### src/rtl/fetch_controller_pkg.sv
// Shared widths, fetch increment and FSM state encodings for the fetch controller.
package fetch_controller_pkg;

    localparam int ADDR_W  = 32;
    localparam int INSTR_W = 32;

    localparam logic [ADDR_W-1:0] FETCH_INCR = ADDR_W'(4);

    typedef enum logic {
        RUN  = 1'b0,
        HALT = 1'b1
    } state_t;

endpackage

### src/rtl/fetch_controller_buffer.sv
// Synchronous FIFO holding fetched {pc, instr} pairs until decode takes them.
// Flush beats push and pop; push and pop together are legal even when full.
module fetch_controller_buffer #(
    parameter int DEPTH = 2,
    parameter int WIDTH = 64,
    localparam int CNT_W = $clog2(DEPTH + 1),
    localparam int PTR_W = (DEPTH > 1) ? $clog2(DEPTH) : 1
) (
    input  logic             clk,
    input  logic             reset,
    input  logic             push,
    input  logic             pop,
    input  logic             flush,
    input  logic [WIDTH-1:0] din,
    output logic [WIDTH-1:0] dout,
    output logic [CNT_W-1:0] count,
    output logic             empty
);

    logic [WIDTH-1:0] mem [DEPTH];
    logic [PTR_W-1:0] wr_ptr;
    logic [PTR_W-1:0] rd_ptr;
    logic [CNT_W-1:0] count_q;
    logic             full;
    logic             do_push;
    logic             do_pop;

    function automatic logic [PTR_W-1:0] next_ptr(input logic [PTR_W-1:0] p);
        return (p == PTR_W'(DEPTH - 1)) ? '0 : p + 1'b1;
    endfunction

    assign empty   = (count_q == '0);
    assign full    = (count_q == CNT_W'(DEPTH));
    assign do_pop  = pop && !empty;
    assign do_push = push && (!full || do_pop);
    assign count   = count_q;
    assign dout    = mem[rd_ptr];

    // Storage is cleared on reset so the head outputs read zero until the first word lands.
    always_ff @(posedge clk) begin
        if (reset) begin
            wr_ptr  <= '0;
            rd_ptr  <= '0;
            count_q <= '0;
            for (int i = 0; i < DEPTH; i++) begin
                mem[i] <= '0;
            end
        end else if (flush) begin
            wr_ptr  <= '0;
            rd_ptr  <= '0;
            count_q <= '0;
        end else begin
            if (do_push) begin
                mem[wr_ptr] <= din;
                wr_ptr      <= next_ptr(wr_ptr);
            end
            if (do_pop) begin
                rd_ptr <= next_ptr(rd_ptr);
            end
            count_q <= count_q + CNT_W'(do_push) - CNT_W'(do_pop);
        end
    end

endmodule

### src/rtl/fetch_controller.sv
// Instruction-fetch sequencer: issues word addresses, buffers returned words with their PC.
// Optional FETCH_ALIGN_CHECK_EN adds a HALT state and o_fault for misaligned redirects.
//
//   state | meaning
//   RUN   | normal fetch, one issue per cycle while the buffer has room
//   HALT  | misaligned redirect seen; nothing issued until an aligned redirect
module fetch_controller
    import fetch_controller_pkg::*;
#(
    parameter logic [ADDR_W-1:0] RESET_PC  = 32'h0000_0000,
    parameter int                BUF_DEPTH = 2
) (
    input  logic               clk,
    input  logic               reset,
    output logic [ADDR_W-1:0]  o_req_addr,
    input  logic [INSTR_W-1:0] i_res_data,
    output logic               o_valid,
    output logic [INSTR_W-1:0] o_instr,
    output logic [ADDR_W-1:0]  o_pc,
    input  logic               i_ready,
    input  logic               i_redirect,
    input  logic [ADDR_W-1:0]  i_redirect_addr
`ifdef FETCH_ALIGN_CHECK_EN
    ,
    output logic               o_fault
`endif
);

    localparam int CNT_W = $clog2(BUF_DEPTH + 1);

    logic [ADDR_W-1:0]  fetch_pc;
    logic               inflight_v;
    logic [ADDR_W-1:0]  inflight_pc;
    logic [CNT_W-1:0]   count;
    logic               empty;
    logic               pop;
    logic               issue;
    logic               run;
    logic [ADDR_W-1:0]  target;
    logic [CNT_W:0]     occupancy;
    logic [ADDR_W+INSTR_W-1:0] head;

`ifdef FETCH_ALIGN_CHECK_EN
    state_t state;
    state_t state_next;

    always_ff @(posedge clk) begin
        if (reset) begin
            state <= RUN;
        end else begin
            state <= state_next;
        end
    end

    always_comb begin
        state_next = state;
        if (i_redirect) begin
            state_next = (i_redirect_addr[1:0] != 2'b00) ? HALT : RUN;
        end
    end

    always_comb begin
        o_fault = (state == HALT);
        run     = (state == RUN);
    end

    assign target = i_redirect_addr;
`else
    logic unused_addr_bits;

    assign unused_addr_bits = ^i_redirect_addr[1:0];
    assign run              = 1'b1;
    assign target           = {i_redirect_addr[ADDR_W-1:2], 2'b00};
`endif

    assign o_req_addr = fetch_pc;
    assign o_valid    = !empty;
    assign pop        = o_valid && i_ready;

    // Words already owed to the buffer (held + in flight) after this cycle's pop.
    assign occupancy = {1'b0, count} - (CNT_W + 1)'(pop) + (CNT_W + 1)'(inflight_v);
    assign issue     = run && !i_redirect && (occupancy < (CNT_W + 1)'(BUF_DEPTH));

    always_ff @(posedge clk) begin
        if (reset) begin
            fetch_pc    <= RESET_PC;
            inflight_v  <= 1'b0;
            inflight_pc <= '0;
        end else if (i_redirect) begin
            fetch_pc    <= target;
            inflight_v  <= 1'b0;
        end else if (issue) begin
            fetch_pc    <= fetch_pc + FETCH_INCR;
            inflight_v  <= 1'b1;
            inflight_pc <= fetch_pc;
        end else begin
            inflight_v  <= 1'b0;
        end
    end

    fetch_controller_buffer #(
        .DEPTH (BUF_DEPTH),
        .WIDTH (ADDR_W + INSTR_W)
    ) u_buffer (
        .clk   (clk),
        .reset (reset),
        .push  (inflight_v),
        .pop   (pop),
        .flush (i_redirect),
        .din   ({inflight_pc, i_res_data}),
        .dout  (head),
        .count (count),
        .empty (empty)
    );

    assign {o_pc, o_instr} = head;

endmodule

### config.mk
export PLATFORM = sky130hd
export DESIGN_NAME = fetch_controller
export DESIGN_NICKNAME = d
export VERILOG_FILES = /design/src/rtl/fetch_controller_pkg.sv /design/src/rtl/fetch_controller_buffer.sv /design/src/rtl/fetch_controller.sv
export SDC_FILE = /design/constraint.sdc
export NUM_CORES = 1
export LEC_CHECK = 0
export ABC_AREA = 1
export CORE_ASPECT_RATIO = 0.9
export CORE_MARGIN = 10
export CORE_UTILIZATION = 50
export CTS_CLUSTER_DIAMETER = 150
export CTS_CLUSTER_SIZE = 10
export DETAILED_ROUTE_END_ITERATION = 12
export MAX_ROUTING_LAYER = met4
export PLACE_DENSITY = 0.87
export SYNTH_ARGS = -nofsm -noshare
export SYNTH_HDL_FRONTEND = slang
export SYNTH_SLANG_ARGS = --single-unit
export TNS_END_PERCENT = 100
### constraint.sdc
create_clock -name clk -period 3.91 [get_ports clk]
set_clock_uncertainty 0.15 [all_clocks]
set_input_delay 0.782 -clock clk [delete_from_list [all_inputs] [get_ports clk]]
set_output_delay 0.782 -clock clk [all_outputs]
set_load 0.005 [all_outputs]
# ---- Word-level counts from Yosys, hierarchy flattened
# Memories as Yosys holds them, arrays and structs flattened. A register that Yosys moved wholly into a read port is not among the register bits.
# Cells that the tools add are included.
dict set report totals {
  ff_bits 69
  latchBits 0
  mem_bits_rw 128
  rom_bits 0
  input_bits 68
  out_inout_bits 97
  elab_cells 47
  n_memories 1
}
# memory depth width rd rd_clocked_by_memory_dff wr line
set memory_table {}
lappend memory_table {u_buffer.mem 2 64 1 1 2 fetch_controller_buffer.sv:20} ;# logic [WIDTH-1:0] mem [DEPTH];
dict set report op_classes {
  add_sub_neg 7
  mul 0
  n_div 0
  magnitude_cmp 1
  n_eq_ne 1
  shifts 0
  n_mux 16
  bitwise 1
  n_reduce_logical 13
}
# op n
set ops {}
lappend ops {{2-to-1 mux 32 bit} 2}
lappend ops {{2-to-1 mux 64 bit} 1}
lappend ops {{OR reduction 64 bit} 1}
lappend ops {{adder 32 x 3 -> 32 bit, second input constant} 1}
lappend ops {{2-to-1 mux 1 bit} 13}
lappend ops {{logical AND 1 bit} 4}
lappend ops {{adder 3 x 1 -> 3 bit} 1}
lappend ops {{logical NOT 1 bit} 3}
lappend ops {{< comparator 3 x 2 -> 1 bit, second input constant} 1}
lappend ops {{subtractor 2 x 1 -> 3 bit} 1}
lappend ops {{adder 1 bit, second input constant} 2}
lappend ops {{adder 2 x 1 -> 2 bit} 1}
lappend ops {{== test 2 bit, second input constant} 1}
lappend ops {{logical NOT 2 bit} 1}
lappend ops {{AND reduction 2 bit} 1}
lappend ops {{nonzero test 2 bit} 1}
lappend ops {{OR reduction 2 bit} 1}
lappend ops {{subtractor 2 x 1 -> 2 bit} 1}
lappend ops {{logical OR 1 bit} 1}
lappend ops {{inverter 1 bit} 1}

# ---- Depth between registers and ports, before layout
# Gate-level depths: netlist (run 1).
dict set report depth {
  depth_word 12
  ltp_mapped 18
  mapped_depth_nobuf 18
}

# ---- Cells and area by module
# From an unflattened synthesis (run 1), not the netlist that was laid out.
dict set report unflattened {
  cells_unflattened 951
  hier_area_um2 9357.7
}
# module n_inst cells_each area_per_inst_um2 seq_area_each_um2
set modules_own_cells {}
lappend modules_own_cells {fetch_controller_buffer 1 449 6055.8 3943.8}
lappend modules_own_cells {fetch_controller 1 502 3301.9 1221.2}

# ---- Least setup slack after synthesis (run 1)
# No wires, ideal clock.
dict set report synth_path {
  path_type {input-to-reg}
  start {in reset}
  end {mem u_buffer.mem[0][0] (enable)}
  setup_time_ns 0.421
  arrival_time_ns 2.943
  required_time_ns 3.339
  setup_slack_ns 0.396
  stages 7
  path_buffers 2
  path_cell_list {buf_2 nor2_2 inv_2 nor2_1 nand2_1 buf_2 nand2_1}
}
# element line
set synth_rtl {}
lappend synth_rtl {{start: declaration} fetch_controller.sv:14} ;# input logic reset,
lappend synth_rtl {{end: declaration} fetch_controller_buffer.sv:20}

# ---- Worst setup path after layout (run 1)
dict set report layout_path {
  start {in i_ready}
  end {reg fetch_pc[20], in the netlist o_req_addr[20]}
}
dict set report layout_via {
  elab_chain_len 6
}
# element line
set layout_lines {}
lappend layout_lines {{start: declaration} fetch_controller.sv:20} ;# input logic i_ready,
lappend layout_lines {{logical AND 1 bit} fetch_controller.sv:78} ;# assign pop = o_valid && i_ready;
lappend layout_lines {{subtractor 2 x 1 -> 3 bit} fetch_controller.sv:81} ;# assign occupancy = {1'b0, count} - (CNT_W + 1)'(pop) + (CNT_W + 1)'(inflight_v);
lappend layout_lines {{adder 3 x 1 -> 3 bit} fetch_controller.sv:81}
lappend layout_lines {{< comparator 3 x 2 -> 1 bit} fetch_controller.sv:82} ;# assign issue = run && !i_redirect && (occupancy < (CNT_W + 1)'(BUF_DEPTH));
lappend layout_lines {{logical AND 1 bit} fetch_controller.sv:82}
lappend layout_lines {{nonzero test 2 bit (no source line)} --}
lappend layout_lines {{end signal: assignment} fetch_controller.sv:90} ;# fetch_pc <= target;
lappend layout_lines {{end signal: assignment} fetch_controller.sv:93} ;# fetch_pc <= fetch_pc + FETCH_INCR;
lappend layout_lines {{end: declaration} fetch_controller.sv:31} ;# logic [ADDR_W-1:0] fetch_pc;
# Every way passes these cells.
# A chain may end at the register's enable or synchronous reset.

==> impl_metrics.env, run 1 <==
export IMPL_slew_limit_headroom=0.521
export IMPL_cts_buffers=17
export IMPL_ir_worst_vdd_mv=0.317
export IMPL_gr_total_overflow=0
export IMPL_hp_start="inflight_pc[26]"
export IMPL_wire_per_inst_um=16.3
export IMPL_clock_latency_ps=430
export IMPL_fin_util=0.643
export IMPL_synth_cells=911
export IMPL_clk_path_buf_depth=2
export IMPL_internal_power_mw=3.48
export IMPL_drtPass1Iterations=5
export IMPL_cts_num_sinks=190
export IMPL_setup_tns_ps=0
export IMPL_antenna_left=0
export IMPL_n_antenna_cell=0
export IMPL_postCtsHoldBufs=0
export IMPL_final_hold_viol_count=0
export IMPL_cts_tree="yes"
export IMPL_outcome="completed"
export IMPL_pin_count=165
export IMPL_antenna_found_initial=0
export IMPL_drive_above_1_share=0.147
export IMPL_layout_commonest_cell="nor2_1"
export IMPL_place_area_um2=10700
export IMPL_ys_seq_area_frac=0.570
export IMPL_critPathCaptureType="register"
export IMPL_routed_wl_um=21500
export IMPL_synth_ff_type="edfxtp_1"
export IMPL_io_buffers=158
export IMPL_post_route_min_period_ps=3210
export IMPL_worst_slack_ps=703
export IMPL_cellPowerDensity_nw_per_um2=413
export IMPL_initial_utilization=0.506
export IMPL_postSynthAreaPerCell_um2=9.72
export IMPL_finalSetupViolations=0
export IMPL_p_switching_mw=1.16
export IMPL_drc_errors=0
export IMPL_post_cts_setup_buffer_count=0
export IMPL_worstMarginPinSlew_ps=718
export IMPL_fp_coreArea_um2=17500
export IMPL_synth_edf_count=124
export IMPL_path_max_fanout=19
export IMPL_cts_root_buf="clkbuf_16"
export IMPL_fin_crit_sh=0.820
export IMPL_required_ps=4130
export IMPL_gp_congestion=0.900
export IMPL_dieArea_um2=23400
export IMPL_p_comb_frac=0.141
export IMPL_syn_area_um2=8860
export IMPL_hp_class="reg -> reg"
export IMPL_synthArstFlopShare=0
export IMPL_rows=46
export IMPL_cp_data_arrival_time_ps=3430
export IMPL_die_h_um=146
export IMPL_ys_warn_count=0
export IMPL_start_kind="input port"
export IMPL_drv_slew=0
export IMPL_cts_resized=0
export IMPL_crit_start="i_ready"
export IMPL_clk_pin_slew_ps=70
export IMPL_die_width_um=160
export IMPL_drt_iter0_markers=574
export IMPL_clock_fmax_ghz=0.312
export IMPL_num_vias=6701
export IMPL_fin_area_um2=11200
export IMPL_grt_pass1_wl_um=34000
export IMPL_grt_total_usage=0.184
export IMPL_drv_cap=0
export IMPL_crit_type="in -> reg"
export IMPL_mostFrequentLayoutCells="nor2_1 (179), clkdlybuf4s50_1 (158), nand2_1 (139), edfxtp_1 (124), inv_1 (122)"
export IMPL_viasPerCell=5.08
export IMPL_htree_levels=4
export IMPL_pwr_share_clk=0.359
export IMPL_place_hpwl_um=14900
export IMPL_nNetsFinal=1138
export IMPL_grt_setup_unrepaired="no"
export IMPL_finalPower_mw=4.64
export IMPL_seq_power_share=0.500
export IMPL_n_fill_cell=1367
export IMPL_grt_max_degree=64
export IMPL_p_sw_frac=0.251
export IMPL_synth_seq_cells=190
export IMPL_yosysUniqueCellTypes=39
export IMPL_syn_to_final_growth_pct=27.0
export IMPL_p_leak_nw=4.46
export IMPL_reg2reg_from="u_buffer.count[1]"
export IMPL_grt_pass1_vias=6575
export IMPL_pre_cts_ws_ps=313
[power by group through the flow]
stage / clock network (mW) / registers (mW) / logic (mW)
6_report: 1.66 / 2.32 / 0.655
3_3_place_gp: 0 / 2.36 / 0.634
3_5_place_dp: 0 / 2.36 / 0.651
4_1_cts: 1.68 / 2.32 / 0.658
2_1_floorplan: 0 / 2.35 / 0.365
5_1_grt: 1.76 / 2.33 / 0.715
[through the flow]
stage / instances / hold slack (ps)
floorplan: 914 / 275
global placement: 1286 / 278
detailed placement: 1286 / 311
CTS: 1318 / 326
global route: 1318 / 346
finish: 1318 / 335
[cell type report]
| cell class | count | area [µm²] | share of cell area |
|---|---|---|---|
| tap | 240 | 300 | 0.0267 |
| multi-input combinational | 552 | 3070 | 0.273 |
| timing repair buffer | 175 | 1770 | 0.158 |
| sequential | 190 | 5050 | 0.449 |
| inverter | 129 | 484 | 0.0430 |
| clock buffer | 22 | 495 | 0.0440 |
| clock inverter | 10 | 78.8 | 0.00701 |
[flip-flops by register name, indices dropped and copies added, names as in the netlist, named ones only]
name	cells
u_buffer.wr_ptr	1
o_req_addr	30
u_buffer.rd_ptr	1
inflight_pc	30
inflight_v	1
u_buffer.count	2
u_buffer.mem	124
[worst max-delay path: stages]
cell	delay, ps
clkdlybuf4s50_1	460
nand2_1	130
inv_1	50
ha_1	270
inv_1	80
nand2_1	70
fa_1	490
a21boi_2	210
nand3_2	150
buf_4	250
nor2_2	180
nand2_1	90
nand4_1	100
nand2_1	50
inv_1	70
[logic make-up after synthesis]
kind of cell | synth area share
AND/OR/NAND/NOR | 0.189
flip-flops | 0.570
buffers and inverters | 0.0856
AO/OA/AOI/OAI | 0.0616
multiplexers | 0.0788
XOR/XNOR | 0.00692
adder cells (fa/ha/maj) | 0.00791
other | 0.000423
[synthesized netlist by cell type, types with 8 or more instances]
master / n / area share
buf_2: 23 / 0.013
o21ai_1: 12 / 0.0068
nand3b_1: 8 / 0.0068
dfxtp_1: 66 / 0.15
mux2_2: 62 / 0.079
nand2_1: 142 / 0.060
o21ai_0: 25 / 0.014
clkbuf_1: 8 / 0.0034
a211oi_2: 15 / 0.021
nand4_1: 11 / 0.0078
a21oi_1: 22 / 0.012
inv_1: 122 / 0.052
edfxtp_1: 124 / 0.42
nor2_1: 179 / 0.076
nand3_1: 23 / 0.013
[final timing paths]
path              slack, ps  cells past startpoint              end
setup / recovery        700                     15   o_req_addr[20]
hold / removal          340                      2  inflight_pc[26]
setup reg to reg        900                     16   o_req_addr[20]
hold reg to reg         340                      2  inflight_pc[26]
[routing by layer]
layer / vias up / GRT usage / part of all wire
li1: 3263 / - / -
met3: 19 / 0.0377 / 0.061
met1: 3152 / 0.237 / 0.45
met4: 0 / 0.0486 / 0.0099
met2: 267 / 0.290 / 0.47
met5: - / - / 0
Power figures use the tool's default switching activity.
==> run 2, diff against run 1 <==
Clock period 3.91 ns to 3.3 ns, I/O delays scaled along.
==> run 2 against run 1 <==
Final cell count increased by 2.0%. Die area unchanged. Combinational power increased by 31%. Largest cell class unchanged. Critical path depth decreased by 2. Critical endpoint is now inflight_pc[3]. Flip-flop and latch count unchanged. Clock power increased by 22%. Clock-buffer cell count decreased by 4. First-iteration DRC count decreased by 24%. Largest power group unchanged. Sequential power increased by 19%. Routed wire length increased by 0.22%.
==> impl_metrics.env, run 2 (synthesis results as in run 1) <==
export IMPL_antenna_found_initial=0
export IMPL_n_antenna_cell=0
export IMPL_clock_latency_ps=420
export IMPL_reg2reg_from="u_buffer.count[1]"
export IMPL_post_route_min_period_ps=2990
export IMPL_viasPerCell=4.98
export IMPL_p_switching_mw=1.45
export IMPL_drv_slew=0
export IMPL_slowest_delay_ps=480
export IMPL_final_hold_viol_count=0
export IMPL_internal_power_mw=4.18
export IMPL_grt_max_degree=63
export IMPL_drc_errors=0
export IMPL_worstRegToRegCells=14
export IMPL_clk_path_buf_depth=2
export IMPL_fp_coreArea_um2=17500
export IMPL_grt_pass1_wl_um=34700
export IMPL_cts_num_sinks=190
export IMPL_outcome="completed"
export IMPL_place_hpwl_um=14900
export IMPL_instances_no_fill=1345
export IMPL_place_area_um2=10900
export IMPL_die_h_um=146
export IMPL_start_kind="input port"
export IMPL_cts_buffers=17
export IMPL_grt_setup_unrepaired="no"
export IMPL_crit_type="in -> reg"
export IMPL_mostFrequentLayoutCells="nor2_1 (179), clkdlybuf4s50_1 (158), nand2_1 (139), edfxtp_1 (124), inv_1 (122)"
export IMPL_initial_utilization=0.506
export IMPL_cts_root_buf="clkbuf_16"
export IMPL_dieArea_um2=23400
export IMPL_gr_total_overflow=0
export IMPL_dp_cells=1313
export IMPL_hp_class="reg -> reg"
export IMPL_path_max_fanout=17
export IMPL_worstMarginPinSlew_ps=538
export IMPL_cellPowerDensity_nw_per_um2=490
export IMPL_grt_total_usage=0.188
export IMPL_pwr_share_clk=0.359
export IMPL_fin_area_um2=11500
export IMPL_min_path_cells=1
export IMPL_routed_wl_um=21500
export IMPL_drtPass1Iterations=5
export IMPL_p_sw_frac=0.257
export IMPL_drive_above_1_share=0.167
export IMPL_wire_per_inst_um=16.0
export IMPL_clk_pin_slew_ps=70
export IMPL_ir_worst_vdd_mv=0.411
export IMPL_required_ps=3450
export IMPL_antenna_left=0
export IMPL_io_buffers=158
export IMPL_drv_cap=0
export IMPL_rows=46
export IMPL_p_leak_nw=4.60
export IMPL_postCtsHoldBufs=0
export IMPL_gp_congestion=0.927
export IMPL_hp_start="u_buffer.rd_ptr"
export IMPL_num_vias=6696
export IMPL_htree_levels=4
export IMPL_hold_path_end="u_buffer.rd_ptr"
export IMPL_syn_to_final_growth_pct=29.6
export IMPL_largest_reg_flops=124
export IMPL_hold_slack_ps=338
export IMPL_p_comb_frac=0.152
export IMPL_pin_count=165
export IMPL_r2r_end="inflight_pc[3]"
export IMPL_cp_cell_sequence="clkdlybuf4s50_1 > nand2_1 > inv_1 > ha_1 > inv_1 > nand2_1 > fa_1 > a21boi_2 > nand3_2 > buf_12 > buf_4 > o21ai_0 > a21oi_1"
export IMPL_worstPathBufferInverterCount=5
export IMPL_slew_limit_headroom=0.641
export IMPL_nNetsFinal=1165
export IMPL_cts_tree="yes"
export IMPL_clock_fmax_ghz=0.334
export IMPL_finalPower_mw=5.62
export IMPL_fin_crit_sh=0.906
export IMPL_drt_iter0_markers=437
export IMPL_cp_data_arrival_time_ps=3150
export IMPL_cpLargestDelayFamily="buffers and inverters"
export IMPL_post_cts_setup_buffer_count=0
export IMPL_setup_tns_ps=0
export IMPL_layout_commonest_cell="nor2_1"
export IMPL_ff2ff_setup_slack_ps=410
export IMPL_cp_depth=13
export IMPL_top_register="u_buffer.mem"
export IMPL_die_width_um=160
export IMPL_grt_pass1_vias=6800
export IMPL_critPathCaptureType="register"
export IMPL_cts_resized=0
export IMPL_finalSetupViolations=0
export IMPL_slowest_stage="fa_1"
export IMPL_seq_power_share=0.489
## run 2: changes by cell type in the layout (fill, tap and decap cells not counted), sizes merged
cell,delta
clkinv,-5
clkinvlp,+2
buf,+27
bufinv,+1
inv,+6
clkbuf,-4
## run 2: final cells by class
type                    count  area (µm²)
well taps                 240         300
clock inverters            14         146
inverters                 129         484
repair buffers            202        2000
flip-flops and latches    190        5050
fillers                  1389        6020
multi-input cells         552        3070
clock buffers              18         429
## run 2: metal layers
metal | GRT usage | vias up | wire length, µm
met5 | - | - | 0
met4 | 0.0450 | 0 | 225
met3 | 0.0419 | 22 | 1070
met2 | 0.302 | 223 | 10100
met1 | 0.238 | 3136 | 10100
li1 | - | 3315 | -
## run 2: power by group through the flow
stage	sequential, mW	combinational [mW]	clock, mW
after floorplan	2.78	0.433	0
after global placement	2.79	0.832	0
after detailed placement	2.80	0.853	0
after CTS	2.75	0.860	2.05
after global routing	2.77	0.939	2.14
final	2.75	0.856	2.02
## run 2: per-stage QoR
step,utilization,worst slack [ps]
2_1_floorplan,-,50.3
3_3_place_gp,0.623,-37.6
3_5_place_dp,0.623,-83.9
4_1_cts,0.656,323
5_1_grt,0.656,173
6_report,0.656,309
## run 2: worst max path at each step
stage / slack, ps / start / to
2_1_floorplan: 50 / reset / u_buffer.mem[1][0]
3_3_place_gp: -40 / i_ready / o_req_addr[30]
3_5_place_dp: -80 / i_ready / o_req_addr[30]
4_1_cts: 320 / i_ready / inflight_pc[3]
5_1_grt: 170 / i_ready / o_req_addr[26]
6_report: 310 / i_ready / inflight_pc[3]
==> run 3, diff against run 2 <==
Settings changed: HOLD_SLACK_MARGIN from default to 0.03.
==> results of run 3 <==
Final layout, timing and power as in run 2 (identical DEF).
